<file path="config.mk">
export PLATFORM = sky130hd
export DESIGN_NAME = rr_grant_arbiter
export DESIGN_NICKNAME = d
export VERILOG_FILES = /design/src/rtl/arb_pkg.sv /design/src/rtl/rr_mask_encoder.sv /design/src/rtl/rr_grant_arbiter.sv
export SDC_FILE = /design/constraint.sdc
export NUM_CORES = 1
export LEC_CHECK = 0
export BUFFER_PORTS_ARGS = -buffer_cell sky130_fd_sc_hd__buf_2
export CORE_MARGIN = 5
export CORE_UTILIZATION = 32
export DETAILED_ROUTE_END_ITERATION = 10
export PLACE_DENSITY = 0.62
export SLEW_MARGIN = 30
export SYNTH_ARGS = -nofsm -noshare
export SYNTH_HDL_FRONTEND = slang
export SYNTH_HIERARCHICAL = 1
export SYNTH_SLANG_ARGS = --single-unit
</file>
<file path="constraint.sdc">
create_clock -name clk -period 2.5 [get_ports clk]
set_input_delay 0.25 -clock clk [delete_from_list [all_inputs] [get_ports clk]]
set_output_delay 0.25 -clock clk [all_outputs]
set_load 0.005 [all_outputs]
</file>
<file path="src/rtl/arb_pkg.sv">
// Shared types and helpers for the round-robin grant arbiter.
// Holds the FSM state enum, the "no grant" index code and one-hot decode.
package arb_pkg;

  typedef enum logic [1:0] {
    IDLE,
    HOLD,
    RELEASE
  } arb_state_e;

  localparam logic [7:0] NO_GRANT  = 8'hF0;
  localparam int         N_REQ_DEF = 16;
  localparam int         MAX_REQ   = 16;

  // Zero vector maps to the shared "none" code.
  function automatic logic [7:0] onehot_to_idx(
    input logic [MAX_REQ-1:0] oh
  );
    logic [7:0] idx;
    idx = NO_GRANT;
    for (int i = 0; i < MAX_REQ; i++) begin
      if (oh[i]) idx = 8'(i);
    end
    return idx;
  endfunction

endpackage

</file>
<file path="src/rtl/rr_mask_encoder.sv">
// Rotating winner search: highest index below last_ptr first,
// falling back to the highest index of the full request vector.
module rr_mask_encoder #(
  parameter int N_REQ = 16,
  parameter int PTR_W = $clog2(N_REQ)
) (
  input  logic [N_REQ-1:0] req_i,
  input  logic [PTR_W-1:0] last_ptr_i,
  output logic [PTR_W-1:0] win_o,
  output logic             found_o
);

  logic [N_REQ-1:0] mask;
  logic [N_REQ-1:0] masked;
  logic [PTR_W-1:0] win_m;
  logic [PTR_W-1:0] win_f;
  logic             hit_m;
  logic             hit_f;

  always_comb begin
    mask = '0;
    for (int i = 0; i < N_REQ; i++) begin
      mask[i] = (PTR_W'(i) < last_ptr_i);
    end
    masked = req_i & mask;
  end

  // Ascending scan so the last hit is the highest index.
  always_comb begin
    win_m = '0;
    hit_m = 1'b0;
    for (int i = 0; i < N_REQ; i++) begin
      if (masked[i]) begin
        win_m = PTR_W'(i);
        hit_m = 1'b1;
      end
    end
  end

  always_comb begin
    win_f = '0;
    hit_f = 1'b0;
    for (int i = 0; i < N_REQ; i++) begin
      if (req_i[i]) begin
        win_f = PTR_W'(i);
        hit_f = 1'b1;
      end
    end
  end

  assign win_o   = hit_m ? win_m : win_f;
  assign found_o = hit_f;

endmodule

</file>
<file path="src/rtl/rr_grant_arbiter.sv">
// Round-robin arbiter holding one grant until the owner releases.
// Optional hold timeout enabled by defining ARB_TIMEOUT_EN.
module rr_grant_arbiter
  import arb_pkg::*;
#(
  parameter int N_REQ    = N_REQ_DEF,
  parameter int IDX_W    = 8,
  parameter int MAX_HOLD = 15
) (
  input  logic             clk,
  input  logic             rst,
  input  logic [N_REQ-1:0] req,
  output logic [N_REQ-1:0] grant,
  output logic             grant_valid,
  output logic [IDX_W-1:0] grant_idx,
  output logic [7:0]       busy_cycles
);

  localparam int PTR_W = $clog2(N_REQ);
  localparam logic [7:0] HOLD_LIM = 8'(MAX_HOLD - 1);
`ifdef ARB_TIMEOUT_EN
  localparam bit TO_EN = 1'b1;
`else
  localparam bit TO_EN = 1'b0;
`endif

  arb_state_e       state_q, state_d;
  logic [N_REQ-1:0] grant_q, grant_d;
  logic [PTR_W-1:0] last_ptr_q, last_ptr_d;
  logic [7:0]       busy_q, busy_d;

  logic [PTR_W-1:0] win;
  logic             found;
  logic             timeout;

  rr_mask_encoder #(
    .N_REQ (N_REQ),
    .PTR_W (PTR_W)
  ) u_enc (
    .req_i      (req),
    .last_ptr_i (last_ptr_q),
    .win_o      (win),
    .found_o    (found)
  );

  assign timeout = TO_EN && (busy_q == HOLD_LIM);

  always_ff @(posedge clk) begin
    if (rst) begin
      state_q    <= IDLE;
      grant_q    <= '0;
      last_ptr_q <= '0;
      busy_q     <= '0;
    end else begin
      state_q    <= state_d;
      grant_q    <= grant_d;
      last_ptr_q <= last_ptr_d;
      busy_q     <= busy_d;
    end
  end

  // last_ptr doubles as the owner index while in HOLD.
  always_comb begin
    state_d    = state_q;
    grant_d    = grant_q;
    last_ptr_d = last_ptr_q;
    busy_d     = busy_q;
    unique case (state_q)
      IDLE: begin
        if (found) begin
          state_d    = HOLD;
          grant_d    = N_REQ'(1) << win;
          last_ptr_d = win;
          busy_d     = '0;
        end
      end
      HOLD: begin
        if (!req[last_ptr_q] || timeout) begin
          state_d = RELEASE;
          grant_d = '0;
          busy_d  = '0;
        end else if (busy_q != 8'hFF) begin
          busy_d = busy_q + 8'd1;
        end
      end
      RELEASE: begin
        state_d = IDLE;
      end
      default: begin
        state_d = IDLE;
        grant_d = '0;
        busy_d  = '0;
      end
    endcase
  end

  assign grant       = grant_q;
  assign grant_valid = |grant_q;
  assign grant_idx   = IDX_W'(onehot_to_idx(MAX_REQ'(grant_q)));
  assign busy_cycles = busy_q;

endmodule

</file>
---- Yosys cells after proc, flatten, opt, wreduce, memory -nomap -nowiden ----
Index checks and enable logic that the tools add are counted.
storage, ports and cells
  logic and storage cells ................. 128
  input bits .............................. 18
  bits in registers ....................... 30
cells by class
  $add $sub $neg .......................... 1
  reduce and logical (&&, ||, !) cells .... 6
  magnitude comparators ................... 17
  multiplexer cells ....................... 91
  bitwise gates (word level) .............. 2
  equal/unequal tests ..................... 6
  shift operators ......................... 1
operators with widths
  kind                                                         number
  2-to-1 mux 8 bit                                             19
  2-to-1 mux 4 bit                                             17
  one-hot mux 16 bit (3 select lines)                          1
  2-to-1 mux 1 bit                                             35
  less-than comparator 4 bit (first input constant)            8
  2-to-1 mux 16 bit                                            2
  2-to-1 mux 3 bit                                             8
  one-hot mux 8 bit (3 select lines)                           1
  bitwise AND 16 bit                                           1
  less-than comparator 3 x 4 -> 1 bit (first input constant)   4
  OR reduction 16 bit                                          1
  left shift 1 x 4 -> 16 bit (first input constant)            1
  2-to-1 mux 2 bit                                             6
  adder 8 x 1 -> 8 bit (second input constant)                 1
  less-than comparator 1 x 4 -> 1 bit (first input constant)   2
  less-than comparator 2 x 4 -> 1 bit (first input constant)   2
  inequality test 8 bit (second input constant)                1
  AND reduction 3 bit                                          2
  less-than comparator 4 x 5 -> 1 bit (second input constant)  1
  binary-select mux 1 bit (select 4 bit)                       1
  inequality test 2 bit (second input constant)                2
  one-hot mux 2 bit (2 select lines)                           1
  AND reduction 2 bit                                          2
  inequality test 3 bit (second input constant)                1
  other kinds (4)                                              4

---- Logic depth before layout (Yosys ltp) ----
Gate-level depths: netlist (run 1).
  depth in word-level cells ............... 22
  mapped depth ............................ 13
  mapped depth without buffers ............ 11

---- Hierarchy ----
The synthesis (run 1) kept the hierarchy.
modules (own cells, without submodules)
  module            cells an instance  seq. area each (sq um)  times used  area an instance (sq um)
  rr_grant_arbiter  183                600.6                   1           1521.5
  rr_mask_encoder   95                 0.0                     1           596.8

---- Worst setup path before layout (run 1) ----
No wires, ideal clock.
  path type ............................... register -> register
  start point ............................. reg last_ptr_q[3]
  end point ............................... reg grant_q[1] (netlist: grant[1])
  data arrival time ....................... 2.536 ns
  setup time .............................. 0.069 ns
  required time ........................... 2.431 ns
  setup slack ............................. -0.105 ns
  buffers on the path ..................... 1
  cell stages (with the launch flop) ...... 11
  period minus slack after synthesis ...... 2.605 ns
  cells stage by stage .................... dfxtp_1 buf_6 or2_4 a21oi_2 a21oi_2 a221o_1 a21oi_1 mux2i_1 or3_1 or4_1 o21ai_1
on the way
  word-level cells in the longest chain between the ends .. 22
ends and longest elaborated chain
  item                                   RTL line                text
  start, declared                        rr_grant_arbiter.sv:29  logic [PTR_W-1:0] last_ptr_q, last_ptr_d;
  start signal, assigned                 rr_grant_arbiter.sv:57  last_ptr_q <= last_ptr_d;
  less-than comparator 1 x 4 -> 1 bit    rr_mask_encoder.sv:23   mask[i] = (PTR_W'(i) < last_ptr_i);
  bitwise AND 16 bit *                   rr_mask_encoder.sv:25   masked = req_i & mask;
  2-to-1 mux 1 bit (16 in a row)         rr_mask_encoder.sv:33   if (masked[i]) begin
  2-to-1 mux 4 bit *                     rr_mask_encoder.sv:51   assign win_o = hit_m ? win_m : win_f;
  net win[1]                             rr_grant_arbiter.sv:32  logic [PTR_W-1:0] win;
  left shift 1 x 4 -> 16 bit *           rr_grant_arbiter.sv:72  grant_d = N_REQ'(1) << win;
  2-to-1 mux 16 bit *                    rr_grant_arbiter.sv:70  if (found) begin
  one-hot mux 16 bit (3 select lines) *  rr_grant_arbiter.sv:68  unique case (state_q)
  end signal, assigned                   rr_grant_arbiter.sv:56  grant_q <= grant_d;
  end, declared                          rr_grant_arbiter.sv:28  logic [N_REQ-1:0] grant_q, grant_d;
Mark *: on every way through the listed nets, which the timed path passes. The rest lies on a longest branch. The select of a mux whose other input is x is not followed.
A chain may end at the register's enable or synchronous reset.

---- Worst setup path in the final report (run 1) ----
  start point ............................. reg last_ptr_q[2]
  end point ............................... reg grant_q[1] (netlist: grant[1])
The elaborated chain is that of the path after synthesis.

==> metrics.md, run 1 <==
| Metric | Value |
|---|---|
| Routability cong. | a little under 0.9 |
| Total power | roughly 0.0032 W |
| Slew @ Worst Pin | 0.542 ns |
| Starting Density | 33.2% |
| Clock sinks | 30 |
| Initial DRC Count | roughly 130 |
| Rel. slew slack | between 60 and 70% |
| Crit-path max FO | 11 |
| Vias per inst | ~5.6 |
| Layout area overhead | 29.2% |
| Port Buffers | 50 |
| PD cells | approximately 1200 nW/um^2 |
| Worst-Skew Late Latency | ~0.28 ns |
| Reg2reg path depth | 9 |
| Met3 global-route usage | around 3.4% |
| Switching power | about 0.0014 W |
| Share of the synthesized area in the top cell type | between 20% and 30% |
| Sequential area share after synthesis | 28.4% |
| Storage cell area | ~610 sq um |
| Final instance area | 2740 sq um |
| Commonest cells in the netlist | dfxtp_1 (30), nand2_1 (29), nor2_1 (27), a21oi_1 (23), o21ai_0 (16) |
| Final wirelength | 6.27 mm |
| Tcrit/Tclk final | 99.8% |
| Layout Utilization | between 40 and 50% |
| Layout cells sized above 1 | ~33% |
| Top cells by area, synth | dfxtp_1 (28%), a21oi_1 (5.4%), mux4_2 (5.3%), nand2_1 (5.1%), nor2_1 (4.8%) |
| Crit path capture type | flop |
| Fmax | about 400 MHz |
| Row cnt | 29 |
| P_int | ~0.0018 W |
| Worst min-delay path class | primary input to flop |
| Peak supply drop | about 1.2 mV |
| Clock slew at reported path FFs | 0.07 ns |
| Residual DRC | 0 |
| Routing usage on met2 | around a quarter |
| Vias | ~2,400 |
| First-pass GRT wire length | between 10 and 15 mm |
| Comb pwr share | between 60% and 70% |
| Placed Instance Area | about 2600 sq um |
| WHS | between 0.3 and 0.4 ns |
| Clock power share | about an eighth |
| Hold EP | busy_cycles[5] |
| Die ar. | 8350 sq um |
| Critical R2R Launch | last_ptr_q[2] |
| Wire per inst | approximately 15 um |
| Static leakage | between 1 and 1.5 nW |
| Ant diodes | 0 |
| Critical R2R Capture | grant[1] |
| Post-CTS Setup Bufs | 0 |
| Global route overflow | 0 |
| Crit path DAT | between 2 and 3 ns |
| Pin count of the biggest net entering global routing | 27 |
| Switching Share | between 40% and 50% |
| Vias in the first global route | about 2,200 |
| Area occupied by multi-input gates | ~1400 sq um |
| Dominant synthesized flop cell | dfxtp_1 |
| Routed Antenna Nets | 0 |
| Req. time, crit path | 2.71 ns |
| Hold path cells | 2 |
| Clock Tree Buf Depth | 2 |
| Root Buffer | clkbuf_8 |
| Startpoint Class | flop |
| Grt met1 use | about a fifth |
| # fillers | between 600 and 700 |
| Power share of the sequential group | about 23% |
| Hold Path Origin | rst |
| Synth warnings | 6 |
| Mapped Nets | 297 |
| Setup violators final | 0 |
| R2r setup slk | 0.004 ns |
| Area leader, netlist | dfxtp_1 |
| Final Skew | around 0.013 ns |
| Die width | approximately 90 um |
| Initial antenna violation count | 0 |
| CTS Buf Count | 5 |
| Cells after synthesis | approximately 280 |
| CTS HTree Levels | 2 |
| Setup CP Type | flop to flop |
| I/O pin cnt | 51 |
| Detail Placement HPWL | around 4.7 mm |
| Max Cap Viol | 0 |
| DR pass1 iterations | 4 |
| Syn avg cell area | 7.62 sq um |
| CTS tree | built |
| Hold Vio Cnt, Final | 0 |
| RSZ-0062 raised after global routing | yes |
| Post-synth EDFFs | 0 |
| CTS Hold Bufs | 0 |
| Fin. max-slew vios | 0 |
| Ys async rst share | 0% |
| Grt peak-use layer | met2 |
| Core ar. | 6390 sq um |
| GR Util All Layers | between 10% and 20% |
| Post-synthesis register bit count | 30 |
| Tmin final | between 2 and 2.5 ns |
| Mapped cell area | approximately 2100 sq um |
| Nets | around 370 |
| Post-route setup TNS | 0 ns |
| Die height | 91.4 um |
| Netlist cell types | 55 |
| Count leader, synth | dfxtp_1 |
| Outcome | finished, final reports clean |
## per-layer routing
layer,routed length [um],part of all wire (%),vias up
li1,-,-,1177
met1,2840,45,1096
met2,2920,46,81
met3,408,6.5,9
met4,102,1.6,0
met5,0,0,-
## flip-flops by register name (all words and copies together) (netlist names)
register and cells:
grant 16, state_q 2, busy_cycles 8, last_ptr_q 4
## power by group through the flow
stage,combinational (W),clock [W],sequential [W]
4_1_cts,0.00203,0.000396,0.000717
5_1_grt,0.00228,0.000426,0.000742
3_3_place_gp,0.00200,0,0.000718
3_5_place_dp,0.00201,0,0.000724
2_1_floorplan,0.00132,0,0.000681
6_report,0.00207,0.000386,0.000721
## worst max-delay path, cell delays in order (launching register included)
cell      delay [ns]
dfxtp_4         0.39
or2_4           0.26
a211oi_1        0.22
nor2_1          0.11
nor3_4          0.22
nand2_2         0.10
mux2i_2         0.16
or3_4           0.38
or4_1           0.46
o21ai_1         0.12
## cell usage in the layout, fill, tap and decap left out, drive strengths merged, types with 6 or more instances in the layout
cell type,instances
clkbuf,6
a21oi,25
nor3,15
nor2,27
nand3,16
nor4,6
dfxtp,30
buf,79
o21ai,23
inv,12
nand2,30
## cell families after synthesis
kind of cell	share of synthesized area (%)
simple gates	30.3
compound gates	26.3
flops	28.4
buf+inv	7.21
mux	7.27
fa+ha+maj	0.591
## worst max path at each step
| stage | from | to | slack, ns | cells after the start |
|---|---|---|---|---|
| 2_1_floorplan | last_ptr_q[3] | grant[1] | 0.01 | 10 |
| 3_3_place_gp | last_ptr_q[1] | grant[1] | -0.02 | 9 |
| 3_5_place_dp | last_ptr_q[1] | grant[15] | -0.06 | 10 |
| 4_1_cts | last_ptr_q[0] | grant[1] | 0.02 | 10 |
| 5_1_grt | last_ptr_q[2] | grant[1] | -0.07 | 9 |
| 6_report | last_ptr_q[2] | grant[1] | 0.004 | 9 |
## timing repair
action	4_1_cts	5_1_grt
resized for setup	4	6
hold endpoints to repair	0	0
setup endpoints to repair	5	5
pin swaps	0	2
## area by class of cell
type                    instances  area share (%)
repair buffers                 79            18.0
inverters                      12            1.65
flip-flops and latches         30            22.2
clock buffers                   6            3.02
multi-input cells             219            51.6
well taps                      77            3.52
## metrics by stage
stage                     setup WS [ns]  instances
after floorplan                  0.0103        278
after global placement          -0.0201        417
after detailed placement        -0.0636        417
after CTS                        0.0155        423
after global routing            -0.0706        423
final                           0.00390        423
Note: power is estimated with default switching activity, not from simulation.
==> run 2: changes to the inputs <==
--- a/config.mk
+++ b/config.mk
@@ -6,10 +6,12 @@
 export NUM_CORES = 1
 export LEC_CHECK = 0
 export BUFFER_PORTS_ARGS = -buffer_cell sky130_fd_sc_hd__buf_2
+export CORE_ASPECT_RATIO = 0.8
 export CORE_MARGIN = 5
 export CORE_UTILIZATION = 32
 export DETAILED_ROUTE_END_ITERATION = 10
 export PLACE_DENSITY = 0.62
+export REMOVE_ABC_BUFFERS = 1
 export SLEW_MARGIN = 30
 export SYNTH_ARGS = -nofsm -noshare
 export SYNTH_HDL_FRONTEND = slang
==> metrics.md, run 2 (synthesis results as in run 1) <==
| Metric | Value |
|---|---|
| Outcome | finished, final reports clean |
| Port Buffers | 50 |
| Row cnt | 26 |
| Tmin final | 2.41 ns |
| First-pass GRT wire length | roughly 10 mm |
| Core ar. | 6410 sq um |
| Nets | about 370 |
| Commonest non-fill, non-tap cell in the layout | buf_2 |
| CTS Hold Bufs | 0 |
| Fin. max-slew vios | 0 |
| Total power | between 0.003 and 0.004 W |
| RSZ-0062 raised after global routing | yes |
| Max reg flops | 16 |
| Startpoint Class | flop |
| CP delay by family, top | simple AND/OR/NAND/NOR gates |
| I/O pin cnt | 51 |
| Static leakage | between 1 and 1.5 nW |
| GR Util All Layers | ~15% |
| Wire per inst | roughly 15 um |
| Crit path capture type | flop |
| Setup violators final | 0 |
| Fmax | around 410 MHz |
| Crit path DAT | 2.63 ns |
| Worst min-delay path class | primary input to flop |
| CTS tree | built |
| Slew @ Worst Pin | 0.602 ns |
| Crit-path max FO | 11 |
| CP cell instances | buf_8 -> o21a_1 -> o22ai_2 -> nand3_2 -> nor3_4 -> nand2_2 -> mux2i_2 -> or3_1 -> or4_1 -> o21ai_1 |
| Clock Tree Buf Depth | 2 |
| Req. time, crit path | about 2.7 ns |
| Residual DRC | 0 |
| Largest stage delay, worst path | approximately 0.4 ns |
| Final setup margin | roughly 0.086 ns |
| Die ar. | about 8400 sq um |
| Die width | roughly 100 um |
| Pin count of the biggest net entering global routing | 27 |
| Layout Utilization | 44.3% |
| CTS Buf Count | 5 |
| CTS HTree Levels | 2 |
| Detail Placement HPWL | approximately 4.9 mm |
| Routability cong. | 0.916 |
| Die height | 82.8 um |
| Vias | roughly 2,400 |
| Ant diodes | 0 |
| Hold Vio Cnt, Final | 0 |
| Vias per inst | ~5.5 |
| Setup CP Type | flop to flop |
| Tcrit/Tclk final | roughly 97% |
| Clock sinks | 30 |
| Place WS | -0.0138 ns |
| Clock slew at reported path FFs | ~0.06 ns |
| DR pass1 iterations | 4 |
| Max Cap Viol | 0 |
| Vias in the first global route | approximately 2,200 |
| Layout cells sized above 1 | between 30% and 40% |
| PD cells | roughly 1200 nW/um^2 |
| Rel. slew slack | between 50% and 60% |
| Initial antenna violation count | 0 |
| Starting Density | ~33% |
| Peak supply drop | just under 0.5 mV |
| Most frequent cells in the layout | buf_2 (50), buf_4 (33), nand2_1 (29), dfxtp_1 (27), nor2_1 (25) |
| Final Skew | 0.00487 ns |
| Worst-Skew Late Latency | ~0.28 ns |
| CP Buf/Inv Count | 1 |
| Layout area overhead | 33.9% |
| Global route overflow | 0 |
| Final wirelength | ~6.4 mm |
| Max stage delay cell, worst path | or4_1 |
| Initial DRC Count | 198 |
| Root Buffer | clkbuf_8 |
| Routed Antenna Nets | 0 |
run 2: cell types whose count changed in the layout (fill, tap and decap cells not counted), moves of 2 or more:
| cell | before | now |
|---|---|---|
| buf_4 | 27 | 33 |
| buf_6 | 0 | 2 |
| clkbuf_1 | 0 | 2 |
| nor2_1 | 27 | 25 |
| nor2_2 | 0 | 2 |
run 2: through the flow:
| stage | area, sq um | TNS (ns) | instances | hold slack, ns |
|---|---|---|---|---|
| after detailed placement | 2620 | -0.0307 | 427 | 0.470 |
| after global placement | 2620 | -0.0159 | 427 | 0.468 |
| after global routing | 2840 | -0.0562 | 439 | 0.407 |
| after CTS | 2720 | 0 | 436 | 0.408 |
| final | 2840 | 0 | 439 | 0.406 |
| after floorplan | 2010 | -0.249 | 261 | 0.319 |
run 2: per-layer routing:
metal / part of all wire (%) / global-route usage, % / up-vias
met5: 0 / 0 / -
met4: 0.90 / 3.19 / 0
met3: 8.0 / 3.68 / 8
met2: 44 / 24.2 / 82
met1: 47 / 21.0 / 1125
li1: - / - / 1187
run 2: path summary, 6_finish.rpt:
check	from	endpoint	slack [ns]	cells past startpoint
min	rst	grant[14]	0.41	2
max	last_ptr_q[3]	grant[1]	0.09	10
max reg2reg	last_ptr_q[3]	grant[1]	0.09	10
min reg2reg	grant[0]	grant[0]	0.48	2
run 2: report_power, final:
group	switching (W)	internal, W
Sequential	0.000124	0.000577
Clock	0.000168	0.000191
Combinational	0.00110	0.00110
Total	0.00140	0.00187
run 2: what timing repair did:
action	CTS	global route
setup endpoints to repair	1	14
pin swaps	6	13
setup buffers	2	3
gates resized for setup	3	22
run 2: layout make-up:
| class | instances | area, sq um |
|---|---|---|
| clock buffer | 7 | 76.3 |
| fill | 645 | 3570 |
| inverter | 12 | 45.0 |
| multi-input combinational | 219 | 1450 |
| sequential | 30 | 607 |
| tap | 84 | 105 |
| timing repair buffer | 87 | 556 |
